### src/rtl/lsu_pkg.sv
// Shared types and lane helpers for the dmem load/store unit.
// Covers request size encodings, store-queue payloads, byte-lane masks and load extension.
package lsu_pkg;

    typedef enum logic [1:0] {
        SZ_BYTE = 2'd0,
        SZ_HALF = 2'd1,
        SZ_WORD = 2'd2,
        SZ_BAD  = 2'd3
    } size_e;

    // Byte-lane payload of one queued store.
    typedef struct packed {
        logic [3:0]  wmask;
        logic [31:0] din;
    } sq_data_t;

    // Load/error request held for the single response stage.
    typedef struct packed {
        logic       valid;
        logic       err;
        size_e      size;
        logic       uns;
        logic [1:0] off;
    } mem_req_t;

    function automatic logic is_misaligned(input size_e size, input logic [1:0] off);
        case (size)
            SZ_BYTE: return 1'b0;
            SZ_HALF: return off[0];
            SZ_WORD: return off != 2'd0;
            default: return 1'b1;
        endcase
    endfunction

    function automatic logic [3:0] lane_mask(input size_e size, input logic [1:0] off);
        case (size)
            SZ_BYTE: return 4'b0001 << off;
            SZ_HALF: return 4'b0011 << off;
            default: return 4'b1111;
        endcase
    endfunction

    function automatic logic [31:0] lane_data(input logic [31:0] wdata, input logic [1:0] off);
        return wdata << {off, 3'b000};
    endfunction

    function automatic logic [31:0] load_extend(input logic [31:0] dout, input size_e size,
                                                input logic [1:0] off, input logic uns);
        logic [31:0] sh;
        sh = dout >> {off, 3'b000};
        case (size)
            SZ_BYTE: return uns ? {24'b0, sh[7:0]}  : {{24{sh[7]}}, sh[7:0]};
            SZ_HALF: return uns ? {16'b0, sh[15:0]} : {{16{sh[15]}}, sh[15:0]};
            default: return sh;
        endcase
    endfunction

endpackage

### src/rtl/lsu_store_queue.sv
// Circular store queue with head/commit/tail pointers: [head,commit) is committed and
// drains one entry per cycle, [commit,tail) is speculative and can be flushed.
module lsu_store_queue
    import lsu_pkg::*;
#(
    parameter int DEPTH = 4,
    parameter int AW    = 8
) (
    input  logic          clk_i,
    input  logic          reset_i,
    input  logic          enq_i,
    input  logic [AW-1:0] enq_waddr_i,
    input  sq_data_t      enq_data_i,
    input  logic          commit_i,
    input  logic          flush_i,
    input  logic [AW-1:0] match_waddr_i,
    output logic          full_o,
    output logic          empty_o,
    output logic          match_o,
    output logic          drain_valid_o,
    output logic [AW-1:0] drain_waddr_o,
    output sq_data_t      drain_data_o
);

    localparam int IDX_W = $clog2(DEPTH);
    localparam int PTR_W = IDX_W + 1;

    logic [PTR_W-1:0] head_q, head_d, cmt_q, cmt_d, tail_q, tail_d;
    logic [PTR_W-1:0] n_committed;
    logic             commit_ok;
    logic [DEPTH-1:0] match_vec;
    logic [AW-1:0]    waddr_q [DEPTH];
    sq_data_t         data_q  [DEPTH];

    assign full_o        = (head_q[IDX_W-1:0] == tail_q[IDX_W-1:0]) && (head_q[IDX_W] != tail_q[IDX_W]);
    assign empty_o       = head_q == tail_q;
    assign drain_valid_o = head_q != cmt_q;
    assign n_committed   = cmt_q - head_q;
    assign commit_ok     = commit_i && (cmt_q != tail_q);

    assign head_d = head_q + PTR_W'(drain_valid_o);
    assign cmt_d  = cmt_q + PTR_W'(commit_ok);
    assign tail_d = flush_i ? cmt_d : tail_q + PTR_W'(enq_i);

    // Only committed entries take part in the word match; speculative ones are excluded by contract.
    always_comb begin
        logic [IDX_W-1:0] rel;
        // NOTE: every combinational output gets a default first so no path infers a latch.
        match_vec = '0;
        for (int i = 0; i < DEPTH; i++) begin
            rel          = IDX_W'(i) - head_q[IDX_W-1:0];
            match_vec[i] = ({1'b0, rel} < n_committed) && (waddr_q[i] == match_waddr_i);
        end
    end
    assign match_o = |match_vec;

    assign drain_waddr_o = drain_valid_o ? waddr_q[head_q[IDX_W-1:0]] : '0;
    assign drain_data_o  = drain_valid_o ? data_q[head_q[IDX_W-1:0]]  : '0;

    // NOTE: sequential state uses non-blocking assignments so all registers update together.
    always_ff @(posedge clk_i or posedge reset_i) begin
        if (reset_i) begin
            head_q <= '0;
            cmt_q  <= '0;
            tail_q <= '0;
        end else begin
            head_q <= head_d;
            cmt_q  <= cmt_d;
            tail_q <= tail_d;
        end
    end

    // NOTE: entry storage is not reset; the pointers alone define which entries are live.
    always_ff @(posedge clk_i) begin
        if (enq_i) begin
            waddr_q[tail_q[IDX_W-1:0]] <= enq_waddr_i;
            data_q[tail_q[IDX_W-1:0]]  <= enq_data_i;
        end
    end

    commit_has_target_a: assert property (@(posedge clk_i) disable iff (reset_i)
        commit_i |-> (cmt_q != tail_q));

endmodule

### src/rtl/dmem_lsu.sv
// Load/store unit in front of a dual-port dmem macro: stores wait in a committed-drain
// queue, loads read directly and return aligned, extended data one cycle later.
module dmem_lsu
    import lsu_pkg::*;
#(
    parameter int SQ_DEPTH = 4,
    parameter int TAG_W    = 6,
    parameter int DADDR_W  = 8
) (
    input  logic               clk_i,
    input  logic               reset_i,
    input  logic               req_valid_i,
    output logic               req_ready_o,
    input  logic               req_we_i,
    input  logic [31:0]        req_addr_i,
    input  logic [1:0]         req_size_i,
    input  logic               req_unsigned_i,
    input  logic [31:0]        req_wdata_i,
    input  logic [TAG_W-1:0]   req_tag_i,
    input  logic               commit_i,
    input  logic               flush_i,
    output logic               resp_valid_o,
    output logic [TAG_W-1:0]   resp_tag_o,
    output logic [31:0]        resp_data_o,
    output logic               resp_err_o,
    output logic               sq_empty_o,
    output logic               dmem_csb_write_o,
    output logic [3:0]         dmem_wmask_o,
    output logic [DADDR_W-1:0] dmem_waddr_o,
    output logic [31:0]        dmem_din_o,
    output logic               dmem_csb_read_o,
    output logic [DADDR_W-1:0] dmem_raddr_o,
    input  logic [31:0]        dmem_dout_i
);

    logic [DADDR_W-1:0] req_waddr;
    logic [1:0]         req_off;
    size_e              req_size;
    logic               req_err, accept, store_enq, load_issue;
    logic               sq_full, sq_match, drain_valid;
    sq_data_t           enq_data, drain_data;
    mem_req_t           s1_d, s1_q;
    logic [TAG_W-1:0]   s1_tag_q;
    logic               unused_addr_bits;

    assign req_waddr        = req_addr_i[DADDR_W+1:2];
    assign req_off          = req_addr_i[1:0];
    assign unused_addr_bits = ^req_addr_i[31:DADDR_W+2];
    assign req_size         = size_e'(req_size_i);
    assign req_err          = is_misaligned(req_size, req_off);

    // Error requests never touch dmem, so only flush/reset can hold them off.
    always_comb begin
        req_ready_o = 1'b0;
        if (!reset_i && !flush_i) begin
            if (req_err)       req_ready_o = 1'b1;
            else if (req_we_i) req_ready_o = !sq_full;
            else               req_ready_o = !sq_match;
        end
    end

    assign accept     = req_valid_i && req_ready_o;
    assign store_enq  = accept && req_we_i && !req_err;
    assign load_issue = accept && !req_we_i && !req_err;

    assign enq_data.wmask = lane_mask(req_size, req_off);
    assign enq_data.din   = lane_data(req_wdata_i, req_off);

    assign dmem_csb_read_o = !load_issue;
    assign dmem_raddr_o    = load_issue ? req_waddr : '0;

    always_comb begin
        s1_d       = '0;
        s1_d.valid = accept && (req_err || !req_we_i);
        s1_d.err   = req_err;
        s1_d.size  = req_size;
        s1_d.uns   = req_unsigned_i;
        s1_d.off   = req_off;
    end

    always_ff @(posedge clk_i or posedge reset_i) begin
        if (reset_i) begin
            s1_q     <= '0;
            s1_tag_q <= '0;
        end else begin
            s1_q     <= s1_d;
            s1_tag_q <= req_tag_i;
        end
    end

    assign resp_valid_o = s1_q.valid && !flush_i;
    assign resp_err_o   = resp_valid_o && s1_q.err;
    assign resp_tag_o   = resp_valid_o ? s1_tag_q : '0;
    assign resp_data_o  = (resp_valid_o && !s1_q.err)
                        ? load_extend(dmem_dout_i, s1_q.size, s1_q.off, s1_q.uns) : '0;

    lsu_store_queue #(
        .DEPTH (SQ_DEPTH),
        .AW    (DADDR_W)
    ) u_sq (
        .clk_i         (clk_i),
        .reset_i       (reset_i),
        .enq_i         (store_enq),
        .enq_waddr_i   (req_waddr),
        .enq_data_i    (enq_data),
        .commit_i      (commit_i),
        .flush_i       (flush_i),
        .match_waddr_i (req_waddr),
        .full_o        (sq_full),
        .empty_o       (sq_empty_o),
        .match_o       (sq_match),
        .drain_valid_o (drain_valid),
        .drain_waddr_o (dmem_waddr_o),
        .drain_data_o  (drain_data)
    );

    assign dmem_csb_write_o = !drain_valid;
    assign dmem_wmask_o     = drain_data.wmask;
    assign dmem_din_o       = drain_data.din;

endmodule

### config.mk
export PLATFORM = sky130hd
export DESIGN_NAME = dmem_lsu
export DESIGN_NICKNAME = d
export VERILOG_FILES = /design/src/rtl/lsu_pkg.sv /design/src/rtl/lsu_store_queue.sv /design/src/rtl/dmem_lsu.sv
export SDC_FILE = /design/constraint.sdc
export NUM_CORES = 1
export LEC_CHECK = 0
export CORE_ASPECT_RATIO = 1.75
export CORE_MARGIN = 10
export CORE_UTILIZATION = 46
export DETAILED_ROUTE_END_ITERATION = 6
export HOLD_SLACK_MARGIN = 0.06
export PLACE_DENSITY = 0.87
export SKIP_LAST_GASP = 1
export SLEW_MARGIN = 25
export SYNTH_ARGS = -nofsm -noshare
export SYNTH_HDL_FRONTEND = slang
export SYNTH_SLANG_ARGS = --single-unit
### constraint.sdc
create_clock -name clk_i -period 5.3 [get_ports clk_i]
set_clock_uncertainty 0.1 [all_clocks]
set_input_delay 0.53 -clock clk_i [delete_from_list [all_inputs] [get_ports clk_i]]
set_output_delay 0.53 -clock clk_i [all_outputs]
set_load 0.02 [all_outputs]
Word-level counts from Yosys, hierarchy flattened
Memories as Yosys holds them, arrays and structs flattened.
Cells that the tools add are included.
Widths: inputs -> output; s select.
{ "word_totals": {"mem_bits_rw": 176, "ff_bits": 22, "memories": 2, "elab_cells": 85, "out_inout_bits": 96, "inputBits": 111} }
{ "op_classes": {"n_eq_ne": 12, "n_shift": 4, "n_addsub": 8, "n_lt_le_gt_ge": 4, "reduce_logical": 30, "n_mux": 16} }
{ "memory_table": {"columns": ["memory", "words", "word_bits", "rd", "rd_clocked_by_memory_dff", "write_ports", "line_no", "text"], "rows": [
  ["u_sq.data_q", 4, 36, 1, 0, 1, "lsu_store_queue.sv:33", "sq_data_t data_q [DEPTH];"],
  ["u_sq.waddr_q", 4, 8, 5, 0, 1, "lsu_store_queue.sv:32", "logic [AW-1:0] waddr_q [DEPTH];"]
]} }
{ "op_table": {"columns": ["cell", "count"], "rows": [
  ["$mux 32", 3],
  ["$pmux 32 s2", 1],
  ["$mux 36", 1],
  ["$eq 8x8->1", 4],
  ["$shl 32x5->32", 1],
  ["$shr 32x5->32", 1],
  ["$logic_and 1x1->1", 16],
  ["$mux 8", 2],
  ["$lt 2x3->1", 4],
  ["$add 3x1->3", 3],
  ["$logic_not 1->1", 9],
  ["$pmux 4 s2", 1],
  ["$mux 6", 1],
  ["$ne 3x3->1", 2],
  ["$mux 1", 5],
  ["$eq 2x1->1 const B", 2],
  ["$logic_not 2->1", 2],
  ["$reduce_or 4->1", 1],
  ["$shl 1x2->4 const A", 1],
  ["$shl 2x2->4 const A", 1],
  ["$sub 1x2->2 const A", 2],
  ["$sub 2x2->2 const A", 2],
  ["$eq 3x3->1", 1],
  ["$mux 3", 1],
  ["7 further kinds", 7]
]} }

Depth between registers and ports, before layout
Gate-level depths: netlist of run 1.
{ "depth": {"depth_word": 13, "ltp_mapped": 12, "depth_no_buf": 11} }

Modules after synthesis
Synthesis of run 1 repeated with hierarchy kept, for this count alone.
{ "unflattened": {"hier_cells": 630, "area_unflattened_um2": 9794.4} }
{ "modules_own_cells": {"columns": ["mod", "n_inst", "cells_each", "area_each_um2", "seq_area_each_um2"], "rows": [
  ["lsu_store_queue", 1, 390, 7971.4, 5510.3],
  ["dmem_lsu", 1, 240, 1823.0, 325.3]
]} }

Least setup slack after synthesis of run 1
Ideal clock, no wire load.
{ "synth_path": {"kind": "input-to-reg", "from": "input port req_size_i[0]", "to": "memory u_sq.data_q[2][0] in the netlist's numbering (enable)", "t_arrival_ns": 4.804, "path_buffers": 0, "setup_slack_ns": -0.113, "required_time_ns": 4.691, "path_stages": 4, "setup_time_ns": 0.509, "cell_sequence": "o31ai_1 > nand3_2 > or2_2 > nor3b_1"} }
{ "synth_via": {"elab_chain_len": 9, "word_cells_on_any_way": 12, "cone_classes": "eq/ne: 2; mux: 5; reduce/logical: 5"} }
{ "synth_lines": {"columns": ["element", "line_no", "text"], "rows": [
  ["start, declared", "dmem_lsu.sv:16", "input logic [1:0] req_size_i,"],
  ["$eq 2x2->1, or another cell as far along", "lsu_pkg.sv:28", "case (size)"],
  ["$pmux 1 s3 (*)", "lsu_pkg.sv:28", null],
  ["$mux 1", "dmem_lsu.sv:56", "if (req_err) req_ready_o = 1'b1;"],
  ["$mux 1", "dmem_lsu.sv:55", "if (!reset_i && !flush_i) begin"],
  ["$logic_and 1x1->1", "dmem_lsu.sv:62", "assign accept = req_valid_i && req_ready_o;"],
  ["$logic_and 1x1->1", "dmem_lsu.sv:63", "assign store_enq = accept && req_we_i && !req_err;"],
  ["$logic_and 1x1->1 (*)", "dmem_lsu.sv:63", null],
  ["$mux 1 (*)", "lsu_store_queue.sv:75", "if (enq_i) begin"],
  ["$mux 1 (not written as such) (*)", "lsu_store_queue.sv:77", "data_q[tail_q[IDX_W-1:0]] <= enq_data_i;"],
  ["end, declared", "lsu_store_queue.sv:33", null]
]} }
Mark *: on every way between the ends. The rest lies on a longest branch, timed or not.

Worst setup path in the final report of run 1
{ "layout_path": {"from": "register u_sq.cmt_q[0]", "to": "output port req_ready_o"} }
{ "layout_via": {"elab_chain_len": 8, "word_cells_on_any_way": 14, "cone_classes": "add/sub: 1; order compare: 4; mux: 3; reduce/logical: 6"} }
{ "layout_lines": {"columns": ["element", "line_no", "text"], "rows": [
  ["start, declared", "lsu_store_queue.sv:28", "logic [PTR_W-1:0] head_q, head_d, cmt_q, cmt_d, tail_q, tail_d;"],
  ["start signal, assigned", "lsu_store_queue.sv:68", "cmt_q <= cmt_d;"],
  ["$sub 3x3->3 (*)", "lsu_store_queue.sv:38", "assign n_committed = cmt_q - head_q;"],
  ["$lt 2x3->1", "lsu_store_queue.sv:52", "match_vec[i] = ({1'b0, rel} < n_committed) && (waddr_q[i] == match_waddr_i);"],
  ["$logic_and 1x1->1", "lsu_store_queue.sv:52", null],
  ["$reduce_or 4->1 (*)", "lsu_store_queue.sv:55", "assign match_o = |match_vec;"],
  ["$logic_not 1->1 (*)", "dmem_lsu.sv:58", "else req_ready_o = !sq_match;"],
  ["$mux 1 (*)", "dmem_lsu.sv:57", "else if (req_we_i) req_ready_o = !sq_full;"],
  ["$mux 1 (*)", "dmem_lsu.sv:56", null],
  ["$mux 1 (*)", "dmem_lsu.sv:55", null],
  ["end, declared", "dmem_lsu.sv:13", "output logic req_ready_o,"]
]} }
Marked as above.

==> results of run 1 <==
==> cell type report <==
class / count / area, um2
Clock buffer: 17 / 425
Fill cell: 1561 / 8140
Timing Repair Buffer: 195 / 1920
Tap cell: 248 / 310
Inverter: 20 / 75.1
Clock inverter: 15 / 184
Sequential cell: 198 / 5840
Multi-Input combinational cell: 399 / 3470
==> cells in the final DEF (no fill, tap or decap), drive strengths merged, types with 12 or more instances in the layout <==
cell	netlist	routed
ha	15	15
clkbuf	33	17
and2	15	15
mux2i	33	33
a21oi	28	28
inv	20	25
edfxtp	176	176
mux4	45	45
dfrtp	22	22
nor2b	62	62
a211oi	22	22
nand2	36	36
o21ai	18	18
buf	16	12
nor2	24	24
xor2	37	37
clkdlybuf4s50	0	183
==> power breakdown <==
group | total [mW] | switching, mW | internal, mW
Combinational | 2.46 | 1.28 | 1.18
Clock | 1.27 | 0.627 | 0.641
Sequential | 1.84 | 0.0715 | 1.77
Total | 5.57 | 1.97 | 3.59
==> layer usage <==
layer / track usage [%] / up-vias
li1: - / 2811
met1: 19.0 / 3069
met2: 31.3 / 208
met3: 3.82 / 21
met4: 5.47 / 0
met5: 0 / -
==> logic make-up (layout without fill, tap and decap cells) <==
group	after synthesis	count (layout)	synth area share, %
muxes	81	81	14.4
xor gates and xnor gates	44	44	4.19
buffers and inverters	69	247	2.92
adders and majority gates	16	16	2.17
AOI/OAI and AO/OA	88	88	5.71
DFF	198	198	61.1
and+or+nand+nor	170	170	9.52
==> final timing paths <==
path,end,slack [ns],cells past startpoint
worst min register to register,u_sq.head_q[2],0.48,1
min in group asynchronous,u_sq.cmt_q[2],0.57,2
worst min-delay path,s1_tag_q[2],0.45,1
max in group asynchronous,u_sq.head_q[0],3.91,2
worst max register to register,u_sq.data_q[3][30],2.14,8
worst max-delay path,req_ready_o,0.77,12
==> state kept, by name, summed over array words and instances (netlist names) <==
name          flops
u_sq.waddr_q     32
s1_tag_q          6
u_sq.tail_q       3
s1_q              7
u_sq.head_q       3
u_sq.cmt_q        3
u_sq.data_q     144
==> through the flow <==
stage               setup slack, ns  total power [mW]  instance area (um2)  hold WS, ns
floorplan                     0.135              3.35                 9570        0.419
global placement               1.13              4.36                11600        0.465
CTS                           0.645              5.65                12200        0.436
global route                  0.544              5.85                12200        0.431
detailed placement             1.11              4.39                11600        0.477
finish                        0.772              5.57                12200        0.447
==> flow_results.org, run 1 <==
** Power and ir drop
- In this run the static leakage power is approximately 4.3 nW.
- Worst IR drop on VDD :: around 330 uV
- In this run the power density over the cells is about 460 nW/um2.

** Critical path
- Kind of start point of the critical path :: flop
- For the worst setup path, the data required time is 4.67 ns.
- Beginning of the worst register-to-register path :: u_sq.head_q[0]
- At the worst endpoint, the arrival time is roughly 4 ns.
- Slowest stage delay, CP :: approximately 0.66 ns
- CP endpoint kind :: primary output
- Critical path class :: flop to primary output
- Counting both buffers and inverters, the worst setup path holds a total of 4.
- Top Family by Delay on Critical Path :: adder cells
- Of all nets on the critical path, the largest fanout is 11.
- Crit path max-delay cell type :: sky130_fd_sc_hd__clkdlybuf4s50_1
- Sequence of cells on the critical path :: inv_1 -> ha_1 -> inv_1 -> fa_1 -> inv_1 -> ha_1 -> nor2_1 -> o21bai_1 -> a31oi_1 -> nand4_1 -> a311oi_1 -> clkdlybuf4s50_1
- Top cell by count, worst path :: sky130_fd_sc_hd__inv_1
- Setup crit start :: u_sq.cmt_q[0]

** Routing
- Uppermost signal routing layer after detailed routing :: met4
- Aggregate routed wire length :: 23.2 mm
- Wire segments on met3 add up to between 1 and 1.5 mm in the final route.
- For this block, the initial DRC count from the detailed router was around 490.
- DRC violations left :: 0
- The first detailed-routing pass took 5 iterations.
- Routed met1 length :: approximately 9.0 mm
- Remaining antenna violation count after routing :: 0
- Count of vias placed by the detailed router :: between 6000 and 7000
- In the final routed layout, each cell accounts on average for roughly 21 um.
- Wire segments on met2 add up to between 10 and 15 mm in the final route.
- DR vias/cell :: 5.59

** STA
- Setup violations remaining at the end of the flow were counted as 0.
- The worst path in the final design needs a cycle of 4.53 ns, including I/O delays and setup.
- Setup repair after global routing left no endpoint under its margin.
- Timing would allow up to 221 MHz.
- For the final routed database, the setup TNS stands at 0 ns.
- The worst path uses a little under nine tenths of the clock period.
- At the pin with the least slew margin, the transition time is between 0.9 and 1 ns.
- The max-slew violation total from the final report is 0.
- Worst rel slew slack :: between 30% and 40%
- Final-report hold violation count :: 0

** CTS
- TritonCTS clock tree :: built
- The number of clock buffers added by TritonCTS is 17.
- Count of cells resized by post-cts repair :: 0
- Later-pin clock latency in the skew report :: 0.42 ns
- In this run, post-CTS hold repair placed 0 buffers.
- Clock tree synthesis selected as its root buffer the cell sky130_fd_sc_hd__clkbuf_16.
- # H-tree levels :: 4
- Clock tree synthesis found a total of 198 sinks.
- Number of setup buffers added after CTS :: 0
- Clock transition time at the flip-flop clock pins of the worst setup and hold paths :: about 0.07 ns
- Buffer levels on the longest clock path :: 2

** Synth
- Post-synthesis instance area :: around 9600 um2
- Yosys top cell by area :: sky130_fd_sc_hd__edfxtp_1
- For this run, the number of Yosys warnings is 0.
- Leading cell types by count after synthesis :: sky130_fd_sc_hd__edfxtp_1, sky130_fd_sc_hd__nor2b_1, sky130_fd_sc_hd__mux4_2
- Cell variety after synth :: between 40 and 50
- By area the synthesized netlist is led by sky130_fd_sc_hd__edfxtp_1, sky130_fd_sc_hd__mux4_2, sky130_fd_sc_hd__dfrtp_1.
- Average footprint of a synthesized cell :: 14.3 um2
- Number of flops mapped to enable cells by yosys :: 176
- Summing the sequential cell areas from Yosys gives 61.1% of the chip area.
- Mapped Nets :: ~800
- In the synthesized netlist the async set-or-reset flop fraction comes to approximately 11%.
- Most used flip-flop cell after synthesis :: sky130_fd_sc_hd__edfxtp_1
- Synth top area share :: 55.3%
- After synthesis the netlist holds a flip-flop and latch count of a little under 200.
- Synthesis handed over a netlist of 666 instances.
- By instance count, the leading cell after synthesis is sky130_fd_sc_hd__edfxtp_1.

** Floorplan
- The die is 129 um wide.
- The die covers approximately 27000 um2.
- From bottom edge to top edge, the die measures 211 um.
- Top Ports :: 207
- Starting density of the core :: 46.9%
- Core Region :: roughly 20000 um2
- The initialized floorplan defines 69 standard-cell rows.

** Cells and area
- Fin util :: 60.0%
- The net count of the finished layout is between 900 and 1000.
- Final std cells w/o fill :: around 1100
- Fraction of layout instances using a drive strength above 1 :: approximately an eighth
- The number of antenna diodes in the final layout is 0.
- Compared with the post-synthesis result, the final layout area differs by 28.0%.

** Place
- At the end of routability-driven placement, the weighted congestion stood at around 0.8.
- Including well taps, the total number of placed cells is roughly 1100.
- Detailed placement finished with a half-perimeter wire length of between 15 and 20 mm.
- Input and output buffers added on the ports amount to around 180.

** GRT
- After global routing the overflow that remains totals 0.
- The number of global-route vias before repair came to 6433.
- The number of antenna violations at the first check in global routing is 0.
- Largest net degree at the start of global routing :: 50
- First-pass GRT wire length :: between 30 and 40 mm
- Global routing consumed, over all layers together, between 15 and 20% of the routing resources.

** Run
- Number of maximum-capacitance constraint violations :: 0

** Min path
- Worst min path class :: primary input to flop
- Beginning of the worst hold path :: req_tag_i[2]

** Run status
- The run finished with clean final reports.
Power figures use the tool's default switching activity.
==> inputs of run 2 (changes only) <==
- PLACE_DENSITY: 0.87 -> 0.85
- SKIP_CTS_REPAIR_TIMING: not set -> 1
- clock period: 5.3 -> 4.31 ns (I/O delays scaled with it)
==> flow_results.org, run 2 (synthesis gave the netlist of run 1 again) <==
** Cells and area
- Final std cells w/o fill :: around 1100
- Once layout is done, the placed cells without fillers occupy roughly 12000 um2.
- The number of antenna diodes in the final layout is 0.
- Leaving out fill and tap cells, the most frequent cell in the layout is sky130_fd_sc_hd__clkdlybuf4s50_1.
- The post-route netlist has about an eighth of its cells at a drive strength greater than 1.
- Leaving out fill and tap cells, the most frequent cells in the layout are sky130_fd_sc_hd__clkdlybuf4s50_1, sky130_fd_sc_hd__edfxtp_1, sky130_fd_sc_hd__nor2b_1.
- The register with the most flip-flops in the layout has roughly 140 of them.
- Relative to the synthesized area, the layout overhead comes to 28.2%.
- The net count of the finished layout is 964.

** Power and ir drop
- For this design the static power due to leakage is ~4.3 nW.
- Power per cell area :: approximately 550 nW/um2
- Worst IR drop on VDD :: between 300 and 400 uV

** Critical path
- CP Data Required Time :: 3.78 ns
- Slowest stage delay, CP :: 0.68 ns
- Of all nets on the critical path, the largest fanout is 6.
- Top cell by count, worst path :: sky130_fd_sc_hd__inv_1
- In this design, the largest share of critical-path delay is due to buffers and inverters.
- For this design, the slowest cell found on the critical path is sky130_fd_sc_hd__clkdlybuf4s50_1.
- CP endpoint kind :: primary output
- Critical path class :: flop to primary output
- Kind of start point of the critical path :: flop
- The signal on the critical path passes through inv_1 -> ha_1 -> inv_1 -> fa_1 -> inv_1 -> ha_1 -> nor2_1 -> o21bai_1 -> a31oi_1 -> nand4_1 -> buf_4 -> buf_4 -> nor3_1 -> clkdlybuf4s50_1.
- Data arrives at the worst endpoint at 3.66 ns.
- Together, buffers and inverters on the worst path number 6.

** STA
- Max Fclk :: 239 MHz
- Setup repair after global routing could not meet its margin everywhere.
- Counting I/O delays and the setup requirement, the final critical path takes 4.19 ns.
- Worst rel slew slack :: between 30% and 40%
- Setup violations remaining at the end of the flow were counted as 0.
- Count of final max-slew check failures :: 0
- Slew at the pin with the worst max-slew slack :: between 0.9 and 1 ns
- The number of failing hold endpoints at the final stage was 0.
- Final worst-path cycle share :: 97.2%

** CTS
- CTS saw roughly 200 sinks.
- Clock-pin slew was measured on the worst setup and hold paths at around 0.070 ns.
- # H-tree levels :: 4
- The tree is rooted in a sky130_fd_sc_hd__clkbuf_16.
- TritonCTS built the clock tree.
- Buffers inserted during clock tree synthesis total 17.
- Later-pin clock latency in the skew report :: 0.42 ns
- In this run the deepest clock path goes through 2 buffers.

** Floorplan
- approximately 210 I/O pins were placed.
- Horizontal die dimension :: approximately 130 um
- Total Die Area :: around 27000 um2
- The core region is between 20000 and 25000 um2.
- For this configuration, the core starts out at a cell density of 46.9%.
- Number of core rows :: 69
- The die is about 210 um tall.

** GRT
- Remaining global-route overflow :: 0
- Number of antenna violations at the first check in global routing :: 0
- First-pass GRT wire length :: 35.8 mm
- Vias in the first global route :: around 6400
- Global-route usage over all layers :: around 17%
- Entering global routing, the biggest net connects between 40 and 50 pins.

** Place
- Port-buffer cells :: between 150 and 200
- Area post-placement :: 11700 um2
- Number of instances in the placed design :: between 1000 and 1500
- Placer congestion estimate :: between 0.8 and 0.9
- Once detailed placement completed, the half-perimeter wirelength came to 16.4 mm.

** Routing
- Aggregate routed wire length :: between 20 and 25 mm
- The detail route stage leaves a number of antenna-violating nets equal to 0.
- DR vias/cell :: around 5.6
- DRC violations left :: 0
- After detailed routing, the average wire length per cell comes to approximately 21 um.
- Iteration count of the initial detailed-routing pass :: 6
- Count of vias placed by the detailed router :: 6107
- First DRT Iteration DRCs :: 307

** Run status
- The run finished with clean final reports.

** Min path
- Worst min path class :: primary input to flop

** Run
- Max-cap violations in this run came to 0.
## run 2: cell types whose count changed in the layout (fill, tap and decap cells not counted), sizes merged
cell,previous run,this run
buf,12,17
dlymetal6s2s,0,1
clkinv,8,5
clkdlybuf4s50,183,182
inv,25,28
dlygate4sd3,0,1
clkbuf,17,19
clkinvlp,2,0
## run 2: metal layers
layer / wire length, um / global-route usage, %
met2: 12600 / 31.5
met3: 1600 / 3.82
met1: 8450 / 18.9
met5: 0 / 0
met4: 602 / 6.30
## run 2: through the flow
step	hold slack (ns)	power [mW]	setup slack (ns)	TNS, ns	util, %
floorplan	0.320	4.12	0.532	0	-
CTS	0.0469	6.87	-0.0487	-0.0596	60.0
detailed placement	0.471	5.38	0.422	0	57.2
global route	0.340	7.13	-0.0459	-0.128	60.1
finish	0.345	6.77	0.122	0	60.1
global placement	0.462	5.35	0.528	0	57.2
## run 2: final timing paths
check                                from            endpoint  slack, ns  cells past startpoint
max                         u_sq.cmt_q[0]     dmem_raddr_o[0]       0.12                     14
min                          req_tag_i[4]         s1_tag_q[4]       0.35                      1
max reg2reg                u_sq.head_q[0]  u_sq.data_q[2][23]       0.88                      8
min reg2reg                u_sq.head_q[2]      u_sq.head_q[2]       0.47                      1
max in group asynchronous         reset_i      u_sq.head_q[1]       3.11                      2
min in group asynchronous         reset_i       u_sq.cmt_q[1]       0.44                      2
## run 2: worst reg2reg max path: cells and delay by family, from the launching register on
kind	cells	cell delay [ns]
and+or+nand+nor	3	0.71
AOI/OAI and AO/OA	1	0.14
xor gates and xnor gates	1	0.19
DFF	1	0.37
buffers and inverters	3	1.53
## run 2: area by class of cell
class | instances | area [um2]
clock buffer | 19 | 454
fill | 1541 | 8120
multi-input combinational | 399 | 3480
timing repair buffer | 201 | 1980
sequential | 198 | 5840
tap | 248 | 310
clock inverter | 13 | 110
inverter | 20 | 75.1
## run 2: report_power, final
part	internal [mW]	total [mW]	switching, mW	leakage, nW
logic	1.45	3.02	1.57	2.20
clock network	0.792	1.49	0.695	0.283
registers	2.18	2.27	0.0901	1.85
==> inputs of run 3 (changes only) <==
- CORE_UTILIZATION: 46 -> 26
- PLACE_DENSITY: 0.85 -> 0.58
- SKIP_LAST_GASP: 1 -> not set
==> flow_results.org, run 3 (synthesis gave the netlist of run 1 again) <==
** GRT
- The number of global-route vias before repair was around 6500.
- In the global route stage, overall resource usage came out at between 10% and 20%.
- The number of antenna violations at the first check in global routing is 0.
- First-pass GRT wire length :: 39.8 mm
- Largest net degree at the start of global routing :: 48
- Summed over all layers, the global routing overflow is 0.

** Critical path
- In this run the worst path has a maximum fanout of 12.
- The startpoint identified for the worst register-to-register timing path is u_sq.head_q[0].
- The worst setup path is captured at a primary output.
- Sequence of cells on the critical path :: ha_1 -> inv_1 -> fa_1 -> inv_1 -> ha_1 -> nor2_1 -> o21bai_1 -> a31oi_1 -> nand4_1 -> buf_4 -> nor3_1 -> clkdlybuf4s50_1
- Top Family by Delay on Critical Path :: buffers and inverters
- Together, buffers and inverters on the worst path number 4.
- Arrival time of the worst setup path :: between 3 and 4 ns
- Reg2Reg Setup Slack :: approximately 1.1 ns
- STA puts the critical path data required time at roughly 3.8 ns.
- Crit path max-delay cell type :: sky130_fd_sc_hd__clkdlybuf4s50_1
- The endpoint identified for the worst register-to-register timing path is u_sq.data_q[0][13].
- The largest single stage delay on the critical path is approximately 0.64 ns.
- Number of cell instances on the worst register-to-register path :: 7
- Critical path class :: flop to primary output
- Kind of start point of the critical path :: flop
- Number of logic stages on the critical path including buffering :: 12

** Cells and area
- Number of antenna cells inserted :: 0
- Fin util :: around a third
- Fin nets :: 968
- The area growth from synthesis to layout is 32.2%.
- In the layout the commonest cells are sky130_fd_sc_hd__clkdlybuf4s50_1, sky130_fd_sc_hd__edfxtp_1, sky130_fd_sc_hd__nor2b_1.
- Final non-filler cell area :: about 13000 um2
- Fraction of layout instances using a drive strength above 1 :: between 10% and 20%
- The register with the most flip-flops in the layout has 144 of them.

** Run
- Max-cap violations in this run came to 0.

** Power and ir drop
- Worst IR drop on VDD :: about 280 uV
- For this design the static power due to leakage is 4.48 nW.
- Power per cell area :: ~550 nW/um2

** Place
- Pre-CTS worst setup slack :: 0.360 ns
- Dpl hpwl :: between 15 and 20 mm
- After detailed placement, the total cell area comes to around 12000 um2.
- At the end of routability-driven placement, the weighted congestion stood at 0.778.
- Port-buffer cells :: 184

** Floorplan
- Starting density of the core :: 26.4%
- The floorplan step defined a die boundary enclosing 45100 um2.
- The total area inside the core boundary comes to 36100 um2.
- Number of core rows :: 92
- The die is 165 um wide.
- Pin placement for this block handled slightly above 200 I/O pins.
- The die is roughly 270 um tall.

** Min path
- Worst min path class :: primary input to flop
- Beginning of the worst hold path :: req_addr_i[0]
- Along the worst hold path, the cell count comes to 1.
- End of the worst hold path :: s1_q[0]

** STA
- Slew at the pin with the worst max-slew slack :: between 0.8 and 0.9 ns
- Headroom to the max-slew limit came out at between 40 and 50%.
- The max-slew violation total from the final report was 0.
- Setup violations remaining at the end of the flow were counted as 0.
- The worst path uses between 90% and 100% of the clock period.
- Final-report hold violation count :: 0
- Setup repair after global routing missed its margin :: no
- After layout, the minimum clock period comes to 4.04 ns.
- Based on the critical path, the design can be clocked at up to 248 MHz.
- Worst setup margin :: between 0.2 and 0.3 ns

** CTS
- Buffer levels on the longest clock path :: 2
- # H-tree levels :: 4
- Clock transition time at the flip-flop clock pins of the worst setup and hold paths :: ~0.080 ns
- Clk sinks :: between 150 and 200
- Inserted Clock Buffers :: 17
- Later-pin clock latency in the skew report :: ~0.44 ns
- TritonCTS built the clock tree.
- The root buffer cell chosen for the clock tree is sky130_fd_sc_hd__clkbuf_16.

** Routing
- Detailed-route wire length per cell :: between 15 and 20 um
- In the routed design, unresolved DRC markers number 0.
- In this run the remaining antenna-violating nets after routing total 0.
- Count of vias placed by the detailed router :: between 6000 and 7000
- First DRT Iteration DRCs :: between 300 and 400
- Iteration count of the initial detailed-routing pass :: 4
- Aggregate routed wire length :: 26.4 mm
- DR vias/cell :: between 4 and 5

** Run status
- The flow ran to the end, and the final reports show no timing, DRC or antenna violations.
## run 3: routing by layer
| layer | vias up | GRT usage [%] | part of all wire, % |
|---|---|---|---|
| met5 | - | 0 | 0 |
| met4 | 0 | 3.98 | 1.5 |
| met3 | 23 | 2.57 | 5.9 |
| met2 | 174 | 21.7 | 55 |
| met1 | 3002 | 12.7 | 38 |
| li1 | 2829 | - | - |
## run 3: worst register-to-register path: stages (launching register included)
cell	delay, ns
sky130_fd_sc_hd__dfrtp_4	0.56
sky130_fd_sc_hd__buf_4	0.67
sky130_fd_sc_hd__xnor2_1	0.22
sky130_fd_sc_hd__nand2_1	0.10
sky130_fd_sc_hd__o21ai_0	0.11
sky130_fd_sc_hd__or2_2	0.40
sky130_fd_sc_hd__nor3_4	0.14
sky130_fd_sc_hd__buf_4	0.50
## run 3: through the flow
stage | total power, mW | setup TNS, ns | cells | hold WS, ns
after floorplan | 4.12 | 0 | 666 | 0.320
after global placement | 5.52 | 0 | 1290 | 0.481
after detailed placement | 5.52 | 0 | 1290 | 0.496
after CTS | 7.13 | -0.700 | 1322 | 0.213
after global routing | 7.38 | 0 | 1324 | 0.224
final | 6.96 | 0 | 1324 | 0.228
## run 3: worst max-delay path by stage
stage / start / end / slack (ns)
final: u_sq.head_q[0] / dmem_raddr_o[2] / 0.27
after global routing: u_sq.head_q[0] / dmem_raddr_o[2] / 0.03
after CTS: u_sq.head_q[0] / dmem_raddr_o[0] / -0.14
after detailed placement: u_sq.head_q[0] / dmem_raddr_o[0] / 0.36
after global placement: u_sq.head_q[0] / dmem_raddr_o[0] / 0.38
after floorplan: req_size_i[0] / u_sq.data_q[2][0] / 0.53
## run 3: area by class of cell
| class | count | area, um2 |
|---|---|---|
| Clock inverter | 14 | 174 |
| Multi-Input combinational cell | 399 | 3480 |
| Inverter | 20 | 75.1 |
| Sequential cell | 198 | 5840 |
| Tap cell | 470 | 588 |
| Clock buffer | 18 | 429 |
| Fill cell | 3581 | 23500 |
| Timing Repair Buffer | 205 | 2050 |
## run 3: power breakdown
part | switching (mW) | internal, mW
combinational | 1.61 | 1.47
clock | 0.790 | 0.789
sequential | 0.120 | 2.18
